File: config.mk
export PLATFORM = sky130hd
export DESIGN_NAME = gray_ptr_counter
export DESIGN_NICKNAME = d
export VERILOG_FILES = /design/src/rtl/gray_ptr_counter.sv
export SDC_FILE = /design/constraint.sdc
export NUM_CORES = 1
export LEC_CHECK = 0
export BUFFER_PORTS_ARGS = -buffer_cell sky130_fd_sc_hd__clkbuf_2
export CAP_MARGIN = 20
export CELL_PAD_IN_SITES_DETAIL_PLACEMENT = 1
export CELL_PAD_IN_SITES_GLOBAL_PLACEMENT = 1
export CORE_MARGIN = 2
export CORE_UTILIZATION = 39
export DETAILED_ROUTE_END_ITERATION = 8
export PLACE_DENSITY = 0.92
export SKIP_LAST_GASP = 1
export SYNTH_ARGS = -nofsm -noshare
export SYNTH_HDL_FRONTEND = slang
export SYNTH_SLANG_ARGS = --single-unit
File: constraint.sdc
create_clock -name clk -period 4.5 [get_ports clk]
set_clock_uncertainty 0.05 [all_clocks]
set_input_delay 0 -clock clk [delete_from_list [all_inputs] [get_ports clk]]
set_output_delay 0 -clock clk [all_outputs]
set_load 0.005 [all_outputs]
File: src/rtl/gray_ptr_counter.sv
// Up/down pointer counter with a registered Gray-code copy, lap bit and limit flags.
// Intended for FIFO pointers: gray and lap feed the opposite clock domain.
module gray_ptr_counter #(
  parameter int WIDTH    = 6,
  parameter int MAX      = 63,
  parameter bit SATURATE = 1'b0
) (
  input  logic             clk,
  input  logic             clear,
  input  logic             en,
  input  logic             up,
  input  logic             load,
  input  logic [WIDTH-1:0] load_val,
  output logic [WIDTH-1:0] count,
  output logic [WIDTH-1:0] gray,
  output logic             lap,
  output logic             at_min,
  output logic             at_max,
  output logic             wrap
);

  localparam logic [WIDTH-1:0] MAX_V = WIDTH'(MAX);

  logic [WIDTH-1:0] count_q, count_d;
  logic [WIDTH-1:0] gray_q,  gray_d;
  logic             lap_q,   lap_d;
  logic             at_min_q, at_min_d;
  logic             at_max_q, at_max_d;
  logic             wrap_q,  wrap_d;

  // NOTE: every signal gets a default before any branch so no path leaves it unassigned (no latch).
  always_comb begin
    count_d = count_q;
    lap_d   = lap_q;
    wrap_d  = 1'b0;

    if (load) begin
      count_d = (load_val > MAX_V) ? MAX_V : load_val;
    end else if (en) begin
      if (up) begin
        if (count_q < MAX_V) begin
          count_d = count_q + WIDTH'(1);
        end else if (!SATURATE) begin
          count_d = '0;
          lap_d   = ~lap_q;
          wrap_d  = 1'b1;
        end
      end else begin
        if (count_q != '0) begin
          count_d = count_q - WIDTH'(1);
        end else if (!SATURATE) begin
          count_d = MAX_V;
          lap_d   = ~lap_q;
          wrap_d  = 1'b1;
        end
      end
    end

    // Gray and flags derive from the next count so they land on the same edge as count.
    gray_d   = count_d ^ (count_d >> 1);
    at_min_d = (count_d == '0);
    at_max_d = (count_d == MAX_V);
  end

  // NOTE: clear is sampled only at the clock edge, so it stays out of the sensitivity list;
  // non-blocking assignments keep all registers updating from the same pre-edge values.
  always_ff @(posedge clk) begin
    if (!clear) begin
      count_q  <= '0;
      gray_q   <= '0;
      lap_q    <= 1'b0;
      at_min_q <= 1'b1;
      at_max_q <= 1'b0;
      wrap_q   <= 1'b0;
    end else begin
      count_q  <= count_d;
      gray_q   <= gray_d;
      lap_q    <= lap_d;
      at_min_q <= at_min_d;
      at_max_q <= at_max_d;
      wrap_q   <= wrap_d;
    end
  end

  assign count  = count_q;
  assign gray   = gray_q;
  assign lap    = lap_q;
  assign at_min = at_min_q;
  assign at_max = at_max_q;
  assign wrap   = wrap_q;

endmodule

## Yosys cells after proc, flatten, opt, wreduce, memory -nomap -nowiden

Index checks and enable logic that the tools add are counted.

- Flip-flop bits (word level): 16
- Output and inout bits: 16

- Order comparisons: 2
- Muxes and demuxes: 12
- Add/sub/neg operators: 2
- Equal/unequal tests: 3
- Reductions and logical operators: 4
- Bitwise operators: 5

Operators with widths:

| kind | number |
|---|---|
| 6-bit two-way mux | 6 |
| 6-bit by 1-bit adder with 6-bit output, second input constant | 1 |
| 6-bit == test, second input constant | 1 |
| 6-bit > comparator, second input constant | 1 |
| 6-bit zero test | 1 |
| 6-bit less-than comparator, second input constant | 1 |
| 1-bit two-way mux | 6 |
| 6-bit nonzero test | 1 |
| 6-bit by 1-bit subtractor with 6-bit output, second input constant | 1 |
| 6-bit by 5-bit bitwise XOR with 6-bit output | 1 |
| 2-bit != test, second input constant | 2 |
| 1-bit inverter | 4 |
| 4-bit AND reduction | 1 |
| 3-bit OR reduction | 1 |

## Longest topological paths before layout

- Depth after elaboration: 6
- Mapped depth: 13
- Depth with buffers taken out: 12

## Worst setup path before layout

OpenSTA, ideal clock, no wires.

- Path kind: register -> register
- Start: register count_q[0] (netlist: count[0])
- End: register at_min_q (netlist: at_min)
- Path buffers: 1
- Arrival: 2.374 ns
- Setup time: 0.069 ns
- Slack: 2.007 ns
- Stages on the path, launching flop included: 12
- Data required time: 4.381 ns
- Path through: dfxtp_1 clkbuf_1 inv_1 ha_1 xnor2_1 mux2i_1 nor2_1 a21oi_1 ha_1 inv_1 or4_1 o21ai_1

- Longest elaborated chain between the ends: 6
- Elaborated cells on any way between the ends: 10
- Those cells by class: add/sub: 2; order compare: 1; mux: 5; reduce/logical: 2

Ends and longest elaborated chain:

| item | RTL line | source |
|---|---|---|
| start: declaration | 24 | `logic [WIDTH-1:0] count_q, count_d;` |
| start signal: assignment | 76 | `count_q <= count_d;` |
| 6-bit by 1-bit subtractor with 6-bit output (tied with other cells) | 50 | `count_d = count_q - WIDTH'(1);` |
| 6-bit two-way mux (on tied branches) | 49, 41 |  |
| 6-bit two-way mux | 40 | `if (up) begin` |
| 6-bit two-way mux (*) | 39 | `end else if (en) begin` |
| 6-bit two-way mux (*) | 37 | `if (load) begin` |
| 6-bit zero test (*) | 61 | `at_min_d = (count_d == '0);` |
| end signal: assignment | 79 | `at_min_q <= at_min_d;` |
| end: declaration | 27 | `logic at_min_q, at_min_d;` |

Every way passes the cells marked *; elsewhere a longest branch is shown, timed or not.
A chain may end at the register's enable or synchronous reset.

## Worst setup path in the final report

Ends and elaborated chain as after synthesis.

==> key figures <==
Critical path
  • Class of the most critical setup path: reg2reg
  • Critical Path Fanout Max: 11
  • Data required time at the worst endpoint: 4.69 ns
  • Type of element launching the critical path: flip-flop
  • Data arrival time of the critical path: 2.83 ns
  • Critical path capture point type: flip-flop

Place
  • DP HPWL: 1.96 mm
  • Final GP Congestion: ~0.78
  • # port buffers: 26
  • Standard cell area after detailed placement: between 1000 and 1500 um^2

Floorplanning
  • Site row count: 17
  • Initial cell density of the core: 0.421
  • Die extent in y: 53.3 um
  • Area of the core: 2250 um^2
  • Area enclosed by the die boundary: 2850 um^2
  • Horiz. Die Dim: 53.3 um
  • Number of primary I/O pins: 27

Cells and area
  • Area of the multi-input gates: a little under 600 um^2
  • Layout overhead on the synthesized area: 16.1%
  • Nets: ~150
  • Antenna diode instance count: 0
  • Leading cell type in the layout, fill and taps excluded: clkbuf_2
  • Layout cell share with drive strength beyond 1: 0.263
  • FF/Latch Area: 300 um^2
  • Finished layout cell area: 1100 um^2
  • Top library cells by usage in the layout, fill and taps aside: clkbuf_2 (26), dfxtp_1 (15), and2_1 (11), nand2_1 (7), ha_1 (7)
  • Fillers: 287

Pwr
  • Power spent charging and discharging nets: approximately 110 uW
  • Total power: between 300 and 400 uW
  • Power per Cell Area: 300 nW/um^2
  • P_leak: between 0.5 and 0.6 nW
  • Part of the power in combinational logic: 0.273
  • Sequential power share: 0.476
  • Switching Share: 0.334
  • Internal portion of total power: between 200 and 250 uW
  • Clock power frac: 0.251
  • Peak supply drop: 0.175 mV

Job
  • Max Cap Violations: 0

Clock network
  • TritonCTS Buffers: 3
  • Longest Clk Path Bufs: 2
  • Hold buffer count at cts: 1
  • # Post-CTS Setup Buffers: 0
  • Clock Sink Count: 15
  • Clock-pin transition on the worst setup and hold timing paths: 0.10 ns
  • Root Driver: clkbuf_4
  • TritonCTS clock tree: yes
  • Insertion delay to the later sink of the worst-skew pair: 0.30 ns
  • Maximum level of the CTS H-tree: 1
  • Number of gates resized after CTS: 0

Logic synthesis
  • Area leader, netlist: dfxtp_1
  • Ys Warns: 0
  • Post-synth top area share: 0.316
  • Cell area after technology mapping: 950 um^2
  • Average size of a mapped cell: 8.56 um^2
  • Largest cells by area after synthesis: dfxtp_1 (32%), ha_1 (9.2%), and2_1 (7.2%), xnor2_1 (5.5%), nand2_1 (2.8%)
  • Instance count of the mapped netlist: 111
  • Sequential element share of the synthesized area: 0.316
  • Number of distinct library cell variants in the gate-level netlist after synthesis: 39
  • Synthesized netlist net count: roughly 130
  • Number of register bits inferred by synthesis: 15

Drt
  • Wire per inst: 15.7 um
  • Total routed wirelength: 2.53 mm
  • Total met2 wirelength after detailed routing: 1.24 mm
  • Iteration-0 DRC count of the detailed router: 18
  • DRC errors left: 0
  • Number of routed nets with antenna violations: 0
  • Detailed-route wire length on metal 1: 1.09 mm
  • Detail Route met3 WL: approximately 120 um
  • Highest routed layer: met4
  • Number of iterations in the first detailed-routing pass: 4
  • Routed vias/inst: 5.33
  • Count of vias placed by the detailed router: around 860

STA
  • RSZ-0062 raised after global routing: no
  • Final max-slew violation count: 0
  • Total of endpoints with negative setup slack in the final report: 0
  • Total negative setup slack: 0 ns
  • Peak clock frequency supported by timing: 0.379 GHz
  • Worst slew margin relative to its limit: 0.694
  • Post-route minimum period: about 2.6 ns
  • Ratio of final minimum period to clock period: 0.586
  • Hold Violations, Final: 0
  • Slew @ Worst Pin: approximately 0.45 ns

Global route
  • Global-route wire length before repair: 4.06 mm
  • Vias in the first global route: 863
  • Maximum number of pins on one net before global-route repair: 16
  • Number of antenna violations at the first check in global routing: 0
  • All-Layer GR Usage: 0.206
  • Overflow left after global routing: 0

Min path
  • Hold crit path type: in2reg

Status
  • Run status: finished clean
==> cell usage after synthesis <==
master / count
nand2_1: 7
nor2b_1: 3
nor2_2: 1
nor3_1: 1
inv_1: 6
xor2_2: 1
a221o_1: 2
nor3b_2: 1
nand4_1: 1
ha_1: 7
xnor2_1: 6
o21ai_0: 5
buf_4: 2
nor3_2: 1
or4_1: 1
o21ai_1: 1
buf_6: 1
buf_2: 1
xor2_1: 3
a211oi_1: 1
a31o_1: 1
clkbuf_1: 5
mux2i_1: 1
and4_1: 1
nor3b_1: 1
dfxtp_1: 15
a21oi_2: 1
nand3_1: 2
o21bai_1: 1
o31ai_1: 1
nor2_1: 5
a22oi_1: 1
nand2b_1: 1
and3_1: 3
a31oi_1: 3
and2_1: 11
a311oi_1: 1
a21o_1: 1
a21oi_1: 4
==> registers in the layout (all words and copies together), names as in the netlist <==
| name | flops |
|---|---|
| at_max | 1 |
| wrap | 1 |
| at_min | 1 |
| gray | 5 |
| count | 6 |
| lap | 1 |
==> metal layers <==
| metal | up-vias | track usage |
|---|---|---|
| li1 | 422 | - |
| met1 | 397 | 0.249 |
| met2 | 30 | 0.342 |
| met3 | 9 | 0.0282 |
| met4 | 0 | 0.124 |
| met5 | - | 0 |
==> cell families (layout without fill, tap and decap cells) <==
logic type	after synthesis	count (layout)	synth area share
XOR/XNOR	10	10	0.100
flip-flops	15	15	0.316
multiplexers	1	1	0.0105
adder cells (fa/ha/maj)	7	7	0.0922
buffers and inverters	15	37	0.0764
AND/OR/NAND/NOR	40	40	0.244
AO/OA/AOI/OAI	23	23	0.161
==> worst max-delay path, stage by stage (launching register included) <==
cell and delay (ns):
dfxtp_1 0.53, inv_1 0.14, ha_1 0.32, xnor2_1 0.13, mux2i_1 0.14, nor2_1 0.06
a21oi_1 0.32, ha_1 0.21, inv_1 0.03, or4_1 0.51, o21ai_1 0.13
==> final timing paths <==
kind,start,to,slack (ns),cells past startpoint
worst max-delay path,count[0],at_min,1.86,10
worst min-delay path,load_val[1],count[1],0.009,3
worst max register to register,count[0],at_min,1.86,10
worst min register to register,lap,lap,0.60,2
==> per-stage QoR <==
step           worst slack [ns]  instances  hold WS, ns  utilization
4_1_cts                    1.84        161       0.0112        0.489
5_1_grt                    1.65        161       0.0384        0.489
3_5_place_dp               1.87        156        0.298        0.472
2_1_floorplan              2.01        111       0.0717            -
3_3_place_gp               2.03        156        0.274        0.472
6_report                   1.86        161      0.00946        0.489
==> cell type report <==
| type | instances | share of cell area |
|---|---|---|
| clock inverter | 1 | 0.00454 |
| inverter | 6 | 0.0204 |
| multi-input combinational | 81 | 0.523 |
| timing repair buffer | 27 | 0.127 |
| clock buffer | 3 | 0.0204 |
| sequential | 15 | 0.272 |
| tap | 28 | 0.0318 |
==> power groups by stage <==
stage	sequential (mW)	clock [mW]	combinational, mW
after floorplan	0.155	0	0.0660
after global placement	0.159	0	0.0844
after detailed placement	0.161	0	0.0897
after CTS	0.157	0.0854	0.0911
after global routing	0.159	0.0919	0.102
final	0.158	0.0832	0.0903
Power figures use the tool's default switching activity.
